<file path="src/rtl/jpeg_pkg.sv">
// jpeg_pkg: shared port typedefs, FIFO output-stage states and pointer-width helper.
package jpeg_pkg;
  typedef logic [9:0] dataPort_t;
  typedef logic signed [11:0] dctPort_t;
  typedef logic [15:0] codePort_t;
  typedef enum logic [1:0] {IDLE, FETCH, VALID} out_state_t;
  function automatic int fifo_ptr_w(input int depth);
    return $clog2(depth);
  endfunction
  localparam int FIFO_PTR_W = fifo_ptr_w(8);
endpackage

</file>
<file path="src/rtl/fifoRd_if.sv">
// fifoRd_if: read-side handshake of the FWFT FIFO.
interface fifoRd_if #(parameter int DW = 10);
  logic en;
  logic [DW-1:0] data;
  logic empty;
  modport syncTx(input en, output data, empty);
  modport syncRx(output en, input data, empty);
endinterface

</file>
<file path="src/rtl/fifoWr_if.sv">
// fifoWr_if: write-side handshake of the FWFT FIFO.
interface fifoWr_if #(parameter int DW = 10);
  logic en;
  logic [DW-1:0] data;
  logic full;
  modport syncRx(input en, data, output full);
  modport syncTx(output en, data, input full);
endinterface

</file>
<file path="src/rtl/ramRd_if.sv">
// ramRd_if: RAM synchronous read port.
interface ramRd_if #(parameter int DW = 10, parameter int AW = 3);
  logic en;
  logic [AW-1:0] addr;
  logic [DW-1:0] data;
  modport Tx(input en, addr, output data);
  modport Rx(output en, addr, input data);
endinterface

</file>
<file path="src/rtl/ramWr_if.sv">
// ramWr_if: RAM write port.
interface ramWr_if #(parameter int DW = 10, parameter int AW = 3);
  logic en;
  logic [AW-1:0] addr;
  logic [DW-1:0] data;
  modport Tx(output en, addr, data);
  modport Rx(input en, addr, data);
endinterface

</file>
<file path="src/rtl/sdp_ram.sv">
// sdp_ram: simple dual-port RAM with registered read data.
module sdp_ram #(
  parameter int DATA_WIDTH = 10,
  parameter int DEPTH = 8
) (
  input logic clk,
  ramWr_if.Rx wr,
  ramRd_if.Tx rd
);
  logic [DATA_WIDTH-1:0] mem [DEPTH];
  always_ff @(posedge clk) begin
    if (wr.en) mem[wr.addr] <= wr.data;
    if (rd.en) rd.data <= mem[rd.addr];
  end
endmodule

</file>
<file path="src/rtl/sync_fifo_fwft.sv">
// sync_fifo_fwft: first-word-fall-through FIFO built from a sync-read RAM plus an output register.
module sync_fifo_fwft
  import jpeg_pkg::*;
#(
  parameter int DATA_WIDTH = 10,
  parameter int DEPTH = 8
) (
  input  logic                       clk,
  input  logic                       rst_n,
  input  logic                       wr_en,
  input  logic [DATA_WIDTH-1:0]      wr_data,
  output logic                       full,
  input  logic                       rd_en,
  output logic [DATA_WIDTH-1:0]      rd_data,
  output logic                       empty,
  output logic [$clog2(DEPTH):0]     level,
  output logic                       overflow,
  output logic                       underflow
);
  localparam int AW = fifo_ptr_w(DEPTH);
  localparam int LW = AW + 1;
  fifoWr_if #(.DW(DATA_WIDTH)) wr_bus ();
  fifoRd_if #(.DW(DATA_WIDTH)) rd_bus ();
  ramWr_if #(.DW(DATA_WIDTH), .AW(AW)) ram_wr ();
  ramRd_if #(.DW(DATA_WIDTH), .AW(AW)) ram_rd ();
  out_state_t state, state_nxt;
  logic [AW-1:0] wr_ptr, rd_ptr;
  logic [LW-1:0] ram_cnt, level_nxt;
  logic [DATA_WIDTH-1:0] rd_q;
  logic full_r, wr_acc, pop, ram_ne, fetch;
  assign wr_bus.en = wr_en;
  assign wr_bus.data = wr_data;
  assign wr_bus.full = full_r;
  assign full = wr_bus.full;
  assign rd_bus.en = rd_en;
  assign rd_bus.data = rd_q;
  assign rd_bus.empty = (state != VALID);
  assign rd_data = rd_bus.data;
  assign empty = rd_bus.empty;
  assign wr_acc = wr_bus.en & ~full_r;
  assign pop = rd_bus.en & ~rd_bus.empty;
  assign ram_ne = (ram_cnt != '0);
  // a RAM read is issued whenever the output register is (or is about to be) free
  assign fetch = ram_ne & ((state == IDLE) | pop);
  assign level_nxt = level + LW'(wr_acc) - LW'(pop);
  assign ram_wr.en = wr_acc;
  assign ram_wr.addr = wr_ptr;
  assign ram_wr.data = wr_bus.data;
  assign ram_rd.en = fetch;
  assign ram_rd.addr = rd_ptr;
  sdp_ram #(.DATA_WIDTH(DATA_WIDTH), .DEPTH(DEPTH)) u_ram (
    .clk(clk),
    .wr(ram_wr),
    .rd(ram_rd)
  );
  always_comb begin
    state_nxt = state;
    unique case (state)
      IDLE:    state_nxt = ram_ne ? FETCH : IDLE;
      FETCH:   state_nxt = VALID;
      VALID:   state_nxt = pop ? (ram_ne ? FETCH : IDLE) : VALID;
      default: state_nxt = IDLE;
    endcase
  end
  always_ff @(posedge clk or negedge rst_n) begin
    if (!rst_n) begin
      state <= IDLE;
      wr_ptr <= '0;
      rd_ptr <= '0;
      ram_cnt <= '0;
      level <= '0;
      full_r <= 1'b0;
      overflow <= 1'b0;
      underflow <= 1'b0;
      rd_q <= '0;
    end else begin
      state <= state_nxt;
      wr_ptr <= wr_ptr + AW'(wr_acc);
      rd_ptr <= rd_ptr + AW'(fetch);
      ram_cnt <= ram_cnt + LW'(wr_acc) - LW'(fetch);
      level <= level_nxt;
      full_r <= (level_nxt == LW'(DEPTH));
      overflow <= wr_bus.en & full_r;
      underflow <= rd_bus.en & rd_bus.empty;
      if (state == FETCH) rd_q <= ram_rd.data;
    end
  end
endmodule

</file>
<file path="config.mk">
export PLATFORM = sky130hd
export DESIGN_NAME = sync_fifo_fwft
export DESIGN_NICKNAME = d
export VERILOG_FILES = /design/src/rtl/jpeg_pkg.sv /design/src/rtl/fifoRd_if.sv /design/src/rtl/fifoWr_if.sv /design/src/rtl/ramRd_if.sv /design/src/rtl/ramWr_if.sv /design/src/rtl/sdp_ram.sv /design/src/rtl/sync_fifo_fwft.sv
export SDC_FILE = /design/constraint.sdc
export NUM_CORES = 1
export LEC_CHECK = 0
export CAP_MARGIN = 20
export CORE_MARGIN = 1.5
export CORE_UTILIZATION = 40
export DETAILED_ROUTE_END_ITERATION = 16
export GPL_ROUTABILITY_DRIVEN = 0
export PLACE_DENSITY = 0.67
export REMOVE_ABC_BUFFERS = 1
export SLEW_MARGIN = 15
export SYNTH_ARGS = -nofsm -noshare
export SYNTH_HDL_FRONTEND = slang
export SYNTH_SLANG_ARGS = --single-unit
</file>
<file path="constraint.sdc">
create_clock -name clk -period 2.4 [get_ports clk]
set_input_delay 0.24 -clock clk [delete_from_list [all_inputs] [get_ports clk]]
set_output_delay 0.24 -clock clk [all_outputs]
set_load 0.01 [all_outputs]
</file>
# Word-level counts from Yosys, hierarchy flattened
# Memories as Yosys holds them, arrays and structs flattened. A register that Yosys moved wholly into a read port is not among the register bits.
# Cells that the tools add are included.
dict set report totals {
  ff_bits 29
  output_inout_bits 18
  in_bits 14
  mem_bits_rw 80
  memories 1
  elab_cells 35
}
dict set report classes {
  muxes 5
  n_reduce_logical 2
  addsub 6
  n_eq_ne 4
  n_bitwise 8
}
# name words word_bits read_ports rd_clocked_by_memory_dff write_ports line
set mem_list {}
lappend mem_list {u_ram.mem 8 10 1 1 1 sdp_ram.sv:10} ;# logic [DATA_WIDTH-1:0] mem [DEPTH];
# operator count
set ops {}
lappend ops {{$add A4 B1 Y4} 2}
lappend ops {{$sub A4 B1 Y4} 2}
lappend ops {{$add A3 B1 Y3} 2}
lappend ops {{$pmux W2 S3} 1}
lappend ops {{$and A1 B1 Y1} 5}
lappend ops {{$eq A4 B4 Y1 const B} 1}
lappend ops {{$reduce_bool A4 Y1} 1}
lappend ops {{$mux W1} 3}
lappend ops {{$eq A2 B1 Y1 const B} 1}
lappend ops {{$eq A2 B2 Y1 const B} 1}
lappend ops {{$logic_not A2 Y1} 1}
lappend ops {{$mux W2} 1}
lappend ops {{$ne A2 B2 Y1 const B} 1}
lappend ops {{$not A1 Y1} 2}
lappend ops {{$or A1 B1 Y1} 1}

# Depth between registers and ports, before layout
# Gate-level depths: netlist of run 1.
dict set report logic_depth {
  ltp_word 6
  depth_mapped 9
  ltp_nobuf 9
}

# By module
# Synthesis of run 1 repeated with hierarchy kept, for this count alone.
dict set report hier_totals {
  hier_cells 233
  hier_area_um2 4718.3
}
# mod seq_area_each_um2 n_inst area_each_um2 cells_each
set by_module_without_submodules {}
lappend by_module_without_submodules {sdp_ram 2702.6 1 3433.3 138}
lappend by_module_without_submodules {sync_fifo_fwft 725.7 1 1285.0 95}

# Worst setup path after synthesis of run 1
# No wires, ideal clock.
dict set report synth_timing {
  kind {register to register}
  start {reg ram_cnt[2]}
  end {reg ram_cnt[2]}
  path_buffers 0
  slack_ns 0.031
  arrival_time_ns 2.247
  path_stages_with_launch 9
  synth_period_minus_slack_ns 2.369
  required_time_ns 2.277
  cell_sequence {dfrtp_1 > inv_1 > ha_1 > a221oi_2 > mux2_2 > ha_1 > inv_1 > fa_1 > xnor2_1}
}
dict set report synth_between {
  elab_chain_len 3
  elab_cells_between_ends 4
  cone_classes {2 x add/sub; 1 x bitwise; 1 x reduce/logical}
}
# element line
set synth_lines {}
lappend synth_lines {{start, declared} sync_fifo_fwft.sv:28} ;# logic [LW-1:0] ram_cnt, level_nxt;
lappend synth_lines {{start signal, assigned} sync_fifo_fwft.sv:80} ;# ram_cnt <= ram_cnt + LW'(wr_acc) - LW'(fetch);
lappend synth_lines {{$reduce_bool A4 Y1} sync_fifo_fwft.sv:42} ;# assign ram_ne = (ram_cnt != '0);
lappend synth_lines {{$and A1 B1 Y1} sync_fifo_fwft.sv:44} ;# assign fetch = ram_ne & ((state == IDLE) | pop);
lappend synth_lines {{named net fetch} sync_fifo_fwft.sv:30} ;# logic full_r, wr_acc, pop, ram_ne, fetch;
lappend synth_lines {{$sub A4 B1 Y4} sync_fifo_fwft.sv:80}
# The timed path passes the listed nets, and every way through them passes these cells.
# A chain may end at the register's enable or synchronous reset.

# Worst setup path after layout of run 1
dict set report layout_timing {
  start {reg state[0]}
  end {reg full_r, in the netlist full}
}
dict set report layout_between {
  elab_chain_len 5
}
# element line
set layout_lines {}
lappend layout_lines {{start, declared} sync_fifo_fwft.sv:26} ;# out_state_t state, state_nxt;
lappend layout_lines {{start signal, assigned} sync_fifo_fwft.sv:77} ;# state <= state_nxt;
lappend layout_lines {{$ne A2 B2 Y1} sync_fifo_fwft.sv:37} ;# assign rd_bus.empty = (state != VALID);
lappend layout_lines {{$not A1 Y1} sync_fifo_fwft.sv:41} ;# assign pop = rd_bus.en & ~rd_bus.empty;
lappend layout_lines {{$and A1 B1 Y1} sync_fifo_fwft.sv:41}
lappend layout_lines {{$sub A4 B1 Y4} sync_fifo_fwft.sv:45} ;# assign level_nxt = level + LW'(wr_acc) - LW'(pop);
lappend layout_lines {{named net level_nxt[2]} sync_fifo_fwft.sv:28}
lappend layout_lines {{$eq A4 B4 Y1} sync_fifo_fwft.sv:82} ;# full_r <= (level_nxt == LW'(DEPTH));
lappend layout_lines {{end signal, assigned} sync_fifo_fwft.sv:82}
lappend layout_lines {{end, declared} sync_fifo_fwft.sv:30}
# The timed path passes the listed nets, and every way through them passes these cells.

==> results of run 1 <==
[per-stage QoR]
| step | util, % | std cells |
|---|---|---|
| 2_1_floorplan | - | 228 |
| 3_3_place_gp | 46.0 | 416 |
| 3_5_place_dp | 46.0 | 416 |
| 4_1_cts | 51.3 | 448 |
| 5_1_grt | 51.4 | 448 |
| 6_report | 51.4 | 448 |
[critical path: stages, from the launching register on]
cell,delay (ns)
dfrtp_1,0.42
nand2b_4,0.18
nor2_2,0.04
ha_1,0.26
inv_1,0.04
ha_1,0.19
fa_1,0.38
xor2_1,0.16
or3_1,0.31
nor3b_1,0.21
[power breakdown]
part	internal [W]	leakage [nW]	switching [W]
sequential	0.00284	1.17	0.000326
combinational	0.00122	0.765	0.000952
clock	0.00163	0.277	0.000914
total	0.00569	2.21	0.00219
[final cells by class]
class / count / area (um^2) / area share [%]
Tap cell: 143 / 179 / 3.03
Clock inverter: 15 / 180 / 3.05
Timing Repair Buffer: 45 / 415 / 7.04
Multi-Input combinational cell: 98 / 1230 / 20.8
Sequential cell: 119 / 3430 / 58.1
Clock buffer: 17 / 425 / 7.21
Inverter: 11 / 41.3 / 0.700
[worst max-delay path by stage]
stage	start	to	slack (ns)	depth (start not counted)
floorplan	ram_cnt[2]$_DFF_PN0_	ram_cnt[2]$_DFF_PN0_	0.03	8
global placement	wr_en	full$_DFF_PN0_	-0.12	10
detailed placement	wr_en	full$_DFF_PN0_	-0.21	10
CTS	state[0]$_DFF_PN0_	full$_DFF_PN0_	0.05	9
global route	state[0]$_DFF_PN0_	full$_DFF_PN0_	0.004	9
finish	state[0]$_DFF_PN0_	full$_DFF_PN0_	0.13	9
[state kept, by name (all words and copies together), names as in the netlist]
name	flops
u_ram.mem	80
rd_data	10
u_ram.rd.data	10
level	4
ram_cnt	4
ram_rd.addr	3
ram_wr.addr	3
state	2
full	1
overflow	1
underflow	1
[cell usage in the layout (no fill, tap or decap), drive strengths merged, types with 2 or more instances in the layout]
| cell type | count |
|---|---|
| a21o | 3 |
| a221oi | 2 |
| and2 | 3 |
| buf | 14 |
| bufinv | 3 |
| clkbuf | 17 |
| clkdlybuf4s50 | 31 |
| clkinv | 5 |
| clkinvlp | 6 |
| dfrtp | 29 |
| edfxtp | 90 |
| fa | 2 |
| ha | 11 |
| inv | 12 |
| mux2 | 21 |
| mux4 | 20 |
| nand2 | 2 |
| nand2b | 6 |
| nor2 | 9 |
| nor2b | 2 |
| nor3 | 3 |
| o21ai | 2 |
| xnor2 | 3 |
| xor2 | 5 |
[cells by family after synthesis]
family	Yosys count	share of synthesized area, %
DFF	119	72.6
muxes	41	16.1
and+or+nand+nor	28	3.07
buffers and inverters	17	1.69
adders and majority gates	13	3.76
AOI/OAI and AO/OA	8	1.30
xor gates and xnor gates	8	1.48
[synthesized netlist by cell type, drive strengths merged]
master	instances	area share (%)
dfrtp	29	15
o21ai	2	0.21
a21oi	1	0.11
and2	3	0.40
or3	1	0.13
and3	1	0.13
a21o	3	0.48
buf	3	0.58
nor2b	2	0.26
inv	11	0.87
nand2b	6	0.79
edfxtp	90	57
mux2	21	5.0
a221oi	2	0.50
mux4	20	11
nor3b	1	0.16
nor2	9	0.71
nand2	2	0.16
ha	11	2.9
xor2	5	0.93
nor3	3	0.32
xnor2	3	0.56
fa	2	0.85
clkbuf	3	0.24
[layer usage]
layer  vias to the layer above  global-route usage, %  part of all wire (%)
met3                        12                   5.01                   5.4
li1                       1042                      -                     -
met5                         -                      0                     0
met4                         0                   6.58                   1.7
met1                      1123                   17.0                    44
met2                        69                   21.5                    49
==> summary.md, run 1 <==
| Metric | Value |
|---|---|
| Synth Register Bits | `about 120` |
| Fin nets | `319` |
| Hold_buf cts | `0` |
| Cts bufs inserted | `17` |
| Period minus WS final | `2.27 ns` |
| Synthesis warning total | `0` |
| Drt first pass iters | `4` |
| RSZ-0062 raised after global routing | `false` |
| Clock latency on the worst-skew pair | `0.41 ns` |
| Slew HR | `44.3%` |
| Core area | `around 0.011 mm^2` |
| Max cap viols | `0` |
| R2R setup slack | `0.13 ns` |
| Finished Cell Area | `slightly below 0.006 mm^2` |
| # setup viols final | `0` |
| Syn_area_per_cell | `20.2 um^2` |
| Design Power | `0.00788 W` |
| Final period util | `94.7%` |
| Sequential cell area fraction in the yosys report | `72.6%` |
| Reg2reg path depth | `9` |
| # fillers | `872` |
| Worst Max-Slew Pin Slew | `0.836 ns` |
| Clock Sinks | `119` |
| Peak supply drop | `773 uV` |
| GRT Total Usage | `13.7%` |
| Antenna Nets Post-Route | `0` |
| Data required time at the worst endpoint | `2.72 ns` |
| WP data arrival | `2.60 ns` |
| Final hold violation count | `0` |
| DIE AREA | `roughly 0.012 mm^2` |
| Clock transition at path regs | `around 0.06 ns` |
| Initial Util | `41.2%` |
| Critical Path Sink Type | `flip-flop` |
| Via Count | `2,246` |
| Postcts setup bufs | `0` |
| Static Leak | `2.21 nW` |
| Largest net degree at the start of global routing | `30` |
| H-tree lvl count | `4` |
| Share of layout cells above drive strength 1 | `23.3%` |
| Count of cell types in the netlist | `26` |
| Post-DP Area | `0.00528 mm^2` |
| Via density | `about 5.0` |
| Status | `completed` |
| P&R area growth vs syn | `24.8%` |
| R2r startpoint | `state[0]$_DFF_PN0_` |
| Crit-path max FO | `5` |
| Die width | `112 um` |
| Ports | `32` |
| CP Launch Type | `flip-flop` |
| WS Path Type | `flip-flop to flip-flop` |
| Routed wire length | `7800 um` |
| Initial DRC count | `a little under 80` |
| Clock Skew | `~0.0099 ns` |
| Initial antenna violation count | `0` |
| Terminus of the critical flop-to-flop path | `full$_DFF_PN0_` |
| Cell Pwr Density | `~1300 mW/mm^2` |
| N_diodes | `0` |
| Drt wl/cell | `around 17 um` |
| Path type of the worst min-delay path | `primary input to asynchronous set/reset pin` |
| First-pass GRT wire length | `12,600 um` |
| Die height | `between 100 and 150 um` |
| Final setup margin | `~0.13 ns` |
| Grt total ovfl | `0` |
| Final TNS setup | `0 ns` |
| CTS tree | `yes` |
| Max clock buf depth | `2` |
| Max Slew Vio Count | `0` |
| Hold_ws | `0.208 ns` |
| Post-DP HPWL | `between 4000 and 5000 um` |
| Site Rows | `39` |
| Port bufs | `31` |
| Mapped Area | `about 0.0047 mm^2` |
| Post-route DRC | `0` |
| Cells after synthesis | `234` |
| Vias in the first global route | `2,330` |
| DP Worst Slack | `-0.207 ns` |
| Peak Freq | `approximately 440 MHz` |
| Root Buffer | `clkbuf_16` |
| Post-cts sizing count | `0` |
(Power assumes the default switching activity.)
==> inputs of run 2 (changes only) <==
--- a/config.mk
+++ b/config.mk
@@ -8,10 +8,11 @@
 export CAP_MARGIN = 20
 export CORE_MARGIN = 1.5
 export CORE_UTILIZATION = 40
+export CTS_CLUSTER_SIZE = 28
 export DETAILED_ROUTE_END_ITERATION = 16
 export GPL_ROUTABILITY_DRIVEN = 0
 export PLACE_DENSITY = 0.67
-export REMOVE_ABC_BUFFERS = 1
+export SKIP_LAST_GASP = 1
 export SLEW_MARGIN = 15
 export SYNTH_ARGS = -nofsm -noshare
 export SYNTH_HDL_FRONTEND = slang
==> summary.md, run 2 (synthesis results as in run 1) <==
| Metric | Value |
|---|---|
| H-tree lvl count | `4` |
| Reg2reg path depth | `9` |
| Synth Net Count | `261` |
| Final period util | `94.7%` |
| Max reg flops | `80` |
| Final setup margin | `0.127 ns` |
| Hold_buf cts | `0` |
| Met3 wire length | `approximately 360 um` |
| Hold_ws | `roughly 0.22 ns` |
| Via Count | `between 2,000 and 2,500` |
| Clock Sinks | `about 120` |
| Routed met2 length | `3840 um` |
| Critical Path Sink Type | `flip-flop` |
| First-pass GRT wire length | `around 12,000 um` |
| CTS tree | `yes` |
| DIE AREA | `0.0125 mm^2` |
| Peak supply drop | `804 uV` |
| Placed Instances | `417` |
| WS Path Type | `flip-flop to flip-flop` |
| Layout Cells excl Fill | `448` |
| Postcts setup bufs | `0` |
| Wl on met1 | `3390 um` |
| Fin nets | `320` |
| Drt wl/cell | `17.1 um` |
| Clk pwr share | `31.1%` |
| Commonest non-fill, non-tap cell in the layout | `edfxtp_1` |
| Period minus WS final | `2.27 ns` |
| Sw frac | `between 20% and 30%` |
| Share of power burned in registers | `40.8%` |
| Initial Util | `just over 40%` |
| Commonest cells after routing, fill and taps aside | `edfxtp_1, clkdlybuf4s50_1, dfrtp_1` |
| Post-cts sizing count | `0` |
| FF+latch area | `0.00343 mm^2` |
| Clock transition at path regs | `0.05 ns` |
| Max Slew Vio Count | `0` |
| RSZ-0062 raised after global routing | `false` |
| P_int | `0.00566 W` |
| Design Power | `0.00774 W` |
| WP data arrival | `about 2.6 ns` |
| Post-route DRC | `0` |
| Largest net degree at the start of global routing | `30` |
| Status | `completed` |
| R2r startpoint | `state[0]$_DFF_PN0_` |
| Cts bufs inserted | `17` |
| Ports | `32` |
| Vias in the first global route | `2,313` |
| Grt total ovfl | `0` |
| R2R setup slack | `0.13 ns` |
| Via density | `4.96` |
| Root Buffer | `clkbuf_16` |
| P&R area growth vs syn | `24.1%` |
| Slew HR | `43.6%` |
| Share of layout cells above drive strength 1 | `21.3%` |
| Drt first pass iters | `5` |
| # setup viols final | `0` |
| Crit path max-delay cell type | `dfrtp_1` |
| Port bufs | `31` |
| Data required time at the worst endpoint | `2.72 ns` |
| Max cap viols | `0` |
| Static Leak | `about 2.2 nW` |
| Path type of the worst min-delay path | `primary input to asynchronous set/reset pin` |
| Sw power | `0.00209 W` |
| Top routing layer in use | `met4` |
| Clock Skew | `0.00794 ns` |
| DP Worst Slack | `-0.208 ns` |
| Crit-path max FO | `5` |
| Crit path top cell by count | `ha_1` |
| Finished Cell Area | `0.00586 mm^2` |
| Gate power share | `about 28%` |
| Final hold violation count | `0` |
| Terminus of the critical flop-to-flop path | `full$_DFF_PN0_` |
| Multi-input combinational cell area | `0.00123 mm^2` |
| Site Rows | `39` |
| Core area | `0.0115 mm^2` |
| Initial antenna violation count | `0` |
| Max incr delay on CP | `~0.42 ns` |
| N_diodes | `0` |
| Largest Register | `u_ram.mem` |
| Cell Pwr Density | `1320 mW/mm^2` |
| Clock latency on the worst-skew pair | `0.41 ns` |
| Antenna Nets Post-Route | `0` |
| Post-DP Area | `0.00529 mm^2` |
| Die height | `112 um` |
| Initial DRC count | `168` |
| Post-DP HPWL | `4750 um` |
| Peak Freq | `around 440 MHz` |
| CP Launch Type | `flip-flop` |
| Crit-path cells | `nand2b_4 -> nor2_2 -> ha_1 -> inv_1 -> ha_1 -> fa_1 -> xor2_1 -> or3_1 -> nor3b_1` |
| GRT Total Usage | `13.8%` |
| Max clock buf depth | `2` |
| Worst Max-Slew Pin Slew | `0.846 ns` |
| # fillers | `908` |
| Routed wire length | `roughly 7700 um` |
| Die width | `112 um` |
run 2: power by group through the flow:
stage	logic, W	registers (W)	clock network (W)
after floorplan	0.00148	0.00313	0
after global placement	0.00213	0.00318	0
after detailed placement	0.00220	0.00320	0
after CTS	0.00221	0.00317	0.00247
after global routing	0.00241	0.00322	0.00257
final	0.00218	0.00316	0.00241
run 2: worst max-delay path by stage:
stage                     depth (start not counted)                   end                  from  slack [ns]
after global routing                              9        full$_DFF_PN0_    state[0]$_DFF_PN0_        0.03
final                                             9        full$_DFF_PN0_    state[0]$_DFF_PN0_        0.13
after detailed placement                         10        full$_DFF_PN0_                 wr_en       -0.21
after CTS                                         8        full$_DFF_PN0_    state[0]$_DFF_PN0_        0.02
after global placement                           10        full$_DFF_PN0_                 wr_en       -0.13
after floorplan                                   8  ram_cnt[2]$_DFF_PN0_  ram_cnt[2]$_DFF_PN0_        0.03
run 2: metal layers:
layer,GRT usage (%),vias up
li1,-,1043
met1,16.5,1125
met2,21.8,49
met3,5.55,4
met4,7.09,0
met5,0,-
run 2: per-stage QoR:
stage / util [%] / setup TNS (ns)
2_1_floorplan: - / 0
3_3_place_gp: 46.1 / -0.129
3_5_place_dp: 46.1 / -0.208
4_1_cts: 51.1 / 0
5_1_grt: 51.1 / 0
6_report: 51.1 / 0
run 2: final cells by class:
class                   count  area share, %
flip-flops and latches    119           58.5
multi-input cells          98           20.9
clock buffers              18           7.32
repair buffers             46           7.21
well taps                 143           3.05
clock inverters            13           2.35
inverters                  11          0.704
run 2: worst max-delay path, delay by kind of cell, from the launching register on:
family	cells	cell delay, ns
flops	1	0.42
fa+ha+maj	3	0.84
xor+xnor	1	0.16
buf+inv	1	0.04
simple gates	4	0.73
